===== src/rtl/rom_access_arbiter.sv =====
// Shares one ROM among N_REQ requesters: grant, wait ROM_LAT cycles, capture word, pulse Ack.
// Define ROMARB_FIXED_PRIO_EN for fixed priority (lowest index wins); default is round-robin.
module rom_access_arbiter #(
   parameter int N_REQ   = 3,
   parameter int ROM_LAT = 2,
   parameter int AW      = 5,
   parameter int DW      = 24
) (
   input  logic                clk,
   input  logic                rst,
   input  logic [N_REQ-1:0]    Req,
   input  logic [N_REQ*AW-1:0] Req_addr,
   input  logic [DW-1:0]       ROM_data,
   output logic [AW-1:0]       ROM_addr,
   output logic [N_REQ-1:0]    Gnt,
   output logic [N_REQ-1:0]    Ack,
   output logic [DW-1:0]       Rd_data,
   output logic                Busy,
   output logic [1:0]          state_dbg
);

   // Handshake: Req is a level held by requester i until it sees its own one-cycle Ack;
   // Rd_data is valid in the Ack cycle and held until the next capture.

   localparam int LW = $clog2(N_REQ);
   localparam int CW = (ROM_LAT > 1) ? $clog2(ROM_LAT) : 1;

   typedef enum logic [1:0] {
      S_IDLE    = 2'd0,
      S_WAIT    = 2'd1,
      S_CAPTURE = 2'd2,
      S_RELEASE = 2'd3
   } state_t;

   state_t         state;
   state_t         state_next;
   logic [LW-1:0]  last;
   logic [LW-1:0]  win;
   logic [LW-1:0]  idx;
   logic           found;
   logic [CW-1:0]  cnt;
   logic           grant_en;
   logic           capture_en;
   logic           release_en;
   logic           wait_en;
   logic [AW-1:0]  addr_arr [N_REQ];

   always_comb begin
      for (int i = 0; i < N_REQ; i++) begin
         addr_arr[i] = Req_addr[i*AW +: AW];
      end
   end

   // Winner selection; only consumed on the grant edge.
   always_comb begin
      win   = '0;
      idx   = '0;
      found = 1'b0;
`ifdef ROMARB_FIXED_PRIO_EN
      for (int i = N_REQ-1; i >= 0; i--) begin
         if (Req[i]) begin
            win = LW'(i);
         end
      end
      found = |Req;
`else
      for (int k = 1; k <= N_REQ; k++) begin
         idx = LW'((int'(last) + k) % N_REQ);
         if (!found && Req[idx]) begin
            win   = idx;
            found = 1'b1;
         end
      end
`endif
   end

   always_ff @(posedge clk or negedge rst) begin
      if (!rst) begin
         state <= S_IDLE;
      end else begin
         state <= state_next;
      end
   end

   always_comb begin
      state_next = state;
      case (state)
         S_IDLE:    if (found) state_next = S_WAIT;
         S_WAIT:    if (cnt == CW'(ROM_LAT-1)) state_next = S_CAPTURE;
         S_CAPTURE: state_next = S_RELEASE;
         S_RELEASE: state_next = S_IDLE;
         default:   state_next = S_IDLE;
      endcase
   end

   always_comb begin
      grant_en   = (state == S_IDLE) && found;
      wait_en    = (state == S_WAIT);
      capture_en = (state == S_CAPTURE);
      release_en = (state == S_RELEASE);
      Busy       = (state != S_IDLE);
      state_dbg  = state;
   end

   // ROM_addr is only reloaded at a grant, so it stays stable through the whole read.
   always_ff @(posedge clk or negedge rst) begin
      if (!rst) begin
         ROM_addr <= '0;
         Gnt      <= '0;
         Ack      <= '0;
         Rd_data  <= '0;
         cnt      <= '0;
         last     <= LW'(N_REQ-1);
      end else begin
         if (grant_en) begin
            Gnt      <= N_REQ'(1) << win;
            ROM_addr <= addr_arr[win];
            last     <= win;
            cnt      <= '0;
         end else if (wait_en) begin
            cnt <= cnt + 1'b1;
         end
         if (capture_en) begin
            Rd_data <= ROM_data;
            Ack     <= Gnt;
            Gnt     <= '0;
         end
         if (release_en) begin
            Ack <= '0;
         end
      end
   end

endmodule


===== config.mk =====
export PLATFORM = sky130hd
export DESIGN_NAME = rom_access_arbiter
export DESIGN_NICKNAME = d
export VERILOG_FILES = /design/src/rtl/rom_access_arbiter.sv
export SDC_FILE = /design/constraint.sdc
export NUM_CORES = 1
export LEC_CHECK = 0
export CELL_PAD_IN_SITES_DETAIL_PLACEMENT = 0
export CELL_PAD_IN_SITES_GLOBAL_PLACEMENT = 1
export CORE_MARGIN = 8
export CORE_UTILIZATION = 48
export DETAILED_ROUTE_END_ITERATION = 8
export DONT_BUFFER_PORTS = 1
export PLACE_DENSITY_LB_ADDON = 0.1
export SKIP_LAST_GASP = 1
export SYNTH_ARGS = -nofsm -noshare
export SYNTH_HDL_FRONTEND = slang
export SYNTH_SLANG_ARGS = --single-unit

===== constraint.sdc =====
create_clock -name clk -period 2.8 [get_ports clk]
set_clock_uncertainty 0.2 [all_clocks]
set_input_delay 0.7 -clock clk [delete_from_list [all_inputs] [get_ports clk]]
set_output_delay 0.7 -clock clk [all_outputs]
set_load 0.1 [all_outputs]

-- Yosys cells after proc, flatten, opt, wreduce, memory -nomap -nowiden
Cells that the tools add are included.
- reductions and logical operators: 11
- add/subtract/negate cells: 4
- bitwise logic cells: 1
- divide/modulo/power cells: 3
- $lt $le $gt $ge: 4
- equal/unequal tests: 5
- mux-type cells: 24
- shifts and indexed selects: 1
- operator list (cell ; count):
    32-bit by 3-bit modulo with 32-bit output (second input constant) ; 3
    3-bit two-way mux ; 4
    5-bit binary-select mux with 2-bit select ; 1
    2-bit two-way mux ; 5
    5-bit two-way mux ; 2
    2-bit by 3-bit < comparator with 1-bit output (second input constant) ; 3
    1-bit two-way mux ; 8
    2-bit case mux with 4 select lines ; 1
    2-bit nonzero test ; 4
    2-bit by 2-bit adder with 3-bit output (second input constant) ; 2
    1-bit binary-select mux with 2-bit select ; 3
    2-bit equality test (second input constant) ; 2
    2-bit != test (second input constant) ; 2
    2-bit by 1-bit adder with 3-bit output (second input constant) ; 1
    3-bit >= comparator (second input constant) ; 1
    1-bit logical AND ; 3
    2-bit NOT with 3-bit output ; 1
    1-bit by 2-bit left shift with 3-bit output (first input constant) ; 1
    2-bit by 1-bit equality test with 1-bit output (second input constant) ; 1
    1-bit zero test ; 2
    2-bit zero test ; 1
    2-bit AND reduction ; 1
    1-bit adder (second input constant) ; 1
- output and inout port bits: 38
- bits in registers: 40
- bits of input ports: 44
- logic and storage cells: 60

-- Depth between registers and ports, before layout
- depth in word-level cells: 15
- depth in mapped cells: 9
- mapped depth without buffers: 7

-- Worst setup path after synthesis
No wires, ideal clock.
- kind: flip-flop to output port
- start: reg state[0] (netlist: state_dbg[0])
- end: out Busy
- data arrival time: 2.013 ns
- cell stages (with the launch flop): 4
- buffers on the path: 0
- setup slack: -0.113 ns
- data required time: 1.900 ns
- cell sequence: dfrtp_1 > inv_1 > ha_1 > inv_1
- word-level cells in the longest chain between the ends: 1
- ends and longest elaborated chain (what ; line ; source):
    from (decl) ; 35 ; state_t state;
    from (signal assigned) ; 81 ; state <= state_next;
    2-bit nonzero test ; 101 ; Busy = (state != S_IDLE);
    to (decl) ; 18 ; output logic Busy,
No other way between the ends.

-- Final worst setup path
- start: reg last[0]
- end: reg ROM_addr[2]
- word-level cells in the longest chain between the ends: 15
- elaborated cells between the ends (all ways): 27
- classes of those cells: add/sub: 3; div: 3; mux: 15; bitwise: 1; reduce/logical: 5
- ends and longest elaborated chain (what ; line ; source):
    from (decl) ; 37 ; logic [LW-1:0] last;
    from (signal assigned) ; 113 ; last <= LW'(N_REQ-1);
    from (signal assigned) ; 118 ; last <= win;
    2-bit by 1-bit adder with 3-bit output ; 68 ; idx = LW'((int'(last) + k) % N_REQ);
    32-bit by 3-bit modulo with 32-bit output ; 68 ;
    1-bit binary-select mux with 2-bit select ; 69 ; if (!found && Req[idx]) begin
    1-bit two-way mux (not written as such) ; 69 ;
    1-bit two-way mux ; 69 ;
    1-bit zero test ; 69 ;
    1-bit logical AND ; 69 ;
    1-bit two-way mux ; 69 ;
    1-bit zero test ; 69 ;
    1-bit logical AND ; 69 ;
    2-bit two-way mux ; 69 ;
    2-bit NOT with 3-bit output (not written as such) ; 117 ; ROM_addr <= addr_arr[win];
    5-bit binary-select mux with 2-bit select ; 117 ;
    5-bit two-way mux (not written as such) (2 in a row) ; 117 ;
    to (signal assigned) ; 117 ;
    to (decl) ; 14 ; output logic [AW-1:0] ROM_addr,
Parallel ways exist; a longest one is shown, timed or not. The select of a mux whose other input is x is not followed.
A chain may end at the register's enable or synchronous reset.

==> impl_results.md <==
* First-pass GRT wire length at between 6000 and 7000 um
* Fin. Hold Viols at 0
* Crit path buffers/inverters at 1
* Post-Synthesis Cells at 165
* Worst Hold Class: input port to asynchronous set/reset pin
* Final Max Tran Viols at 0
* # rows at 23
* Die Ht at between 80 and 90 um
* Grt met2 use at a little over a fifth
* Global route overflow at 0
* Worst Reg-to-Reg Cells at 7
* Syn Area/Cell at ~12 sq um
* CTS buffer count at 5
* Post-synth EDFFs at 0
* Clock slew at reported path FFs at 0.08 ns
* Crit path launch type: flip-flop
* Antenna Violating Nets Remaining at 0
* Compound-Gate Fraction of Synth Area at about 15%
* Vias at around 1.3k
* Max-cap viol count at 0
* Total Wirelength at 4478 um
* Die area at between 0.006 and 0.007 sq mm
* Fin crit share at roughly nine tenths
* Post-synthesis mux area share at 17.21%
* Avg WL per Cell at just under 20 um
* Vias per inst at around 5.7
* Min Tclk post-route at between 2 and 3 ns
* XOR/XNOR Fraction of Synth Area at 0%
* DRC violations left at 0
* Reg2reg end: ROM_addr[2]$_DFFE_PN0P_
* Die width at roughly 81 um
* Worst setup EP type: flip-flop
* Seq/Total Area, Yosys at 48.87%
* Clock Tree Root: clkbuf_8
* Ranking of synthesized cells by area: dfrtp_1 48%, mux2_2 14%, ha_1 4.9%, mux2i_1 2.9%, a221oi_1 2.1%
* I/O pin count at 82
* Post-Synth Simple-Gate Area at around a tenth
* P&R area growth vs syn at 13.30%
* Status: finished, final reports clean
* Setup TNS at 0 ns
* Largest family of logic cells by synthesized area: multiplexers
* Share of layout cells above drive strength 1 at around 36%
* Initial Util at roughly 50%
* Fraction of registers with async set/reset at 100.0%
* Adder-Cell Fraction of Synth Area at roughly 4.9%
* Final Wtd Congestion at just under 0.8
* Met1 Use GR at 15.64%
* DR iter-0 viols at between 40 and 50
* Worst skew pair latency at ~0.28 ns
* Synth Cell Area at 0.002051 sq mm
* Total Nets Final at 233
* Fmax achieved at 398.1 MHz
* Antenna cells at 0
* Detailed placement HPWL at around 3500 um
* Crit path cell chain: inv_1 > ha_1 > and3b_1 > a211o_1 > o21bai_4 > a221oi_1 > o31ai_1
* Top-count cell post-synth: dfrtp_1
* Initial antenna violation count at 0
* RSZ-0062 raised after global routing: no
* Register-to-register setup slack at about 0.29 ns
* Slew @ Worst Pin at around 0.92 ns
* Met3 Use GR at approximately 5.4%
* # port buffers at 0
* Yosys warns at 0
* DRT Pass-1 Iters at 4
* Vias in the first global route at about 1.4k
* Ys flop type: dfrtp_1
* Crit path largest cell delay at about 0.49 ns
* Core Area at 0.004058 sq mm
* Yosys top cell area share at a little under half
* Syn nets at roughly 220
* Postcts setup bufs at 0
* TritonCTS clock tree: built
* Arrival @ worst endpoint at 2.48 ns
* H-tree depth at 2
* Seq cells post-synth at 40
* Final setup fails at 0
* Clock sink total at 40
* Hold buffer count at CTS at 1
* Most frequent cells after synthesis: 39 x dfrtp_1, 26 x mux2_2, 10 x nor2_1
* Gr usage total at a little over an eighth
* Clk buf depth at 2
* Synth area leader: dfrtp_1
* Setup Crit Path Kind: flip-flop to flip-flop
* Largest net degree at the start of global routing at 40
* Worst Path Max Fanout at 10
* GRT Max-Usage Layer: met2
* Critical Path RT at 2.77 ns
* Synth unique cells at 42
* Worst R2R Start: last[0]$_DFFE_PN0P_
* Cts repair resizes at 0
* Rel. slew slack at approximately 38%
* Slowest-stage cell, CP: ha_1
* Top delay family on crit path: compound AO/OA/AOI/OAI gates
## routing by layer
layer	share of wire [%]	vias up
met1	38	629
met4	1.9	0
met2	47	60
li1	-	620
met3	13	5
met5	0	-
## metrics by stage
stage               std cells  utilization [%]  area (sq um)  hold slack (ns)  worst slack (ns)
global placement          223            54.02          2192           0.2056            0.3269
floorplan                 165                -          2053           0.2044            0.1999
global route              232            57.26          2323          0.02558            0.1046
finish                    232            57.26          2323          0.04869            0.2880
detailed placement        223            54.02          2192           0.2058            0.2902
CTS                       232            57.26          2323          0.03359            0.2857
## worst max-delay path by stage
stage | to | from | slack, ns | depth (start not counted)
CTS | ROM_addr[0]$_DFFE_PN0P_ | last[0]$_DFFE_PN0P_ | 0.29 | 7
detailed placement | ROM_addr[0]$_DFFE_PN0P_ | last[0]$_DFFE_PN0P_ | 0.29 | 7
floorplan | Busy | state_dbg[0]$_DFFE_PN0P_ | 0.20 | 3
global route | ROM_addr[4]$_DFFE_PN0P_ | last[0]$_DFFE_PN0P_ | 0.10 | 7
global placement | ROM_addr[3]$_DFFE_PN0P_ | last[0]$_DFFE_PN0P_ | 0.33 | 7
finish | ROM_addr[2]$_DFFE_PN0P_ | last[0]$_DFFE_PN0P_ | 0.29 | 7
## state kept, by name, summed over array words and instances (netlist names)
register / cells
Ack: 3
Rd_data: 24
cnt: 1
ROM_addr: 5
state_dbg: 2
Gnt: 3
last: 2
## final cells by class
| cell class | instances | area [sq um] |
|---|---|---|
| fill | 317 | 1734 |
| clock buffer | 5 | 68.82 |
| multi-input combinational | 109 | 962.2 |
| inverter | 8 | 30.03 |
| sequential | 40 | 1005 |
| clock inverter | 3 | 42.54 |
| timing repair buffer | 17 | 152.6 |
| tap | 50 | 62.56 |
## layout by cell type (no fill, tap or decap), types with 2 or more instances in the layout
cell,instances
a21oi_1,3
a221oi_1,5
and2_1,5
buf_12,2
buf_4,15
clkbuf_8,5
dfrtp_1,37
dfrtp_2,2
ha_1,8
inv_1,8
mux2_2,26
mux2i_1,6
nand2_1,8
nand3b_1,3
nor2_1,10
nor2b_1,3
nor3_1,2
o21a_1,2
o21ai_2,2
o22ai_1,2
o31ai_1,4
## logic make-up after synthesis
group,after synthesis
AO/OA/AOI/OAI,32
adder cells (fa/ha/maj),8
flip-flops,40
buffers and inverters,16
multiplexers,32
AND/OR/NAND/NOR,37
Power is left out: the tool's default activity adds up to more than one toggle a clock period on the data nets, which glitch-free logic cannot reach.
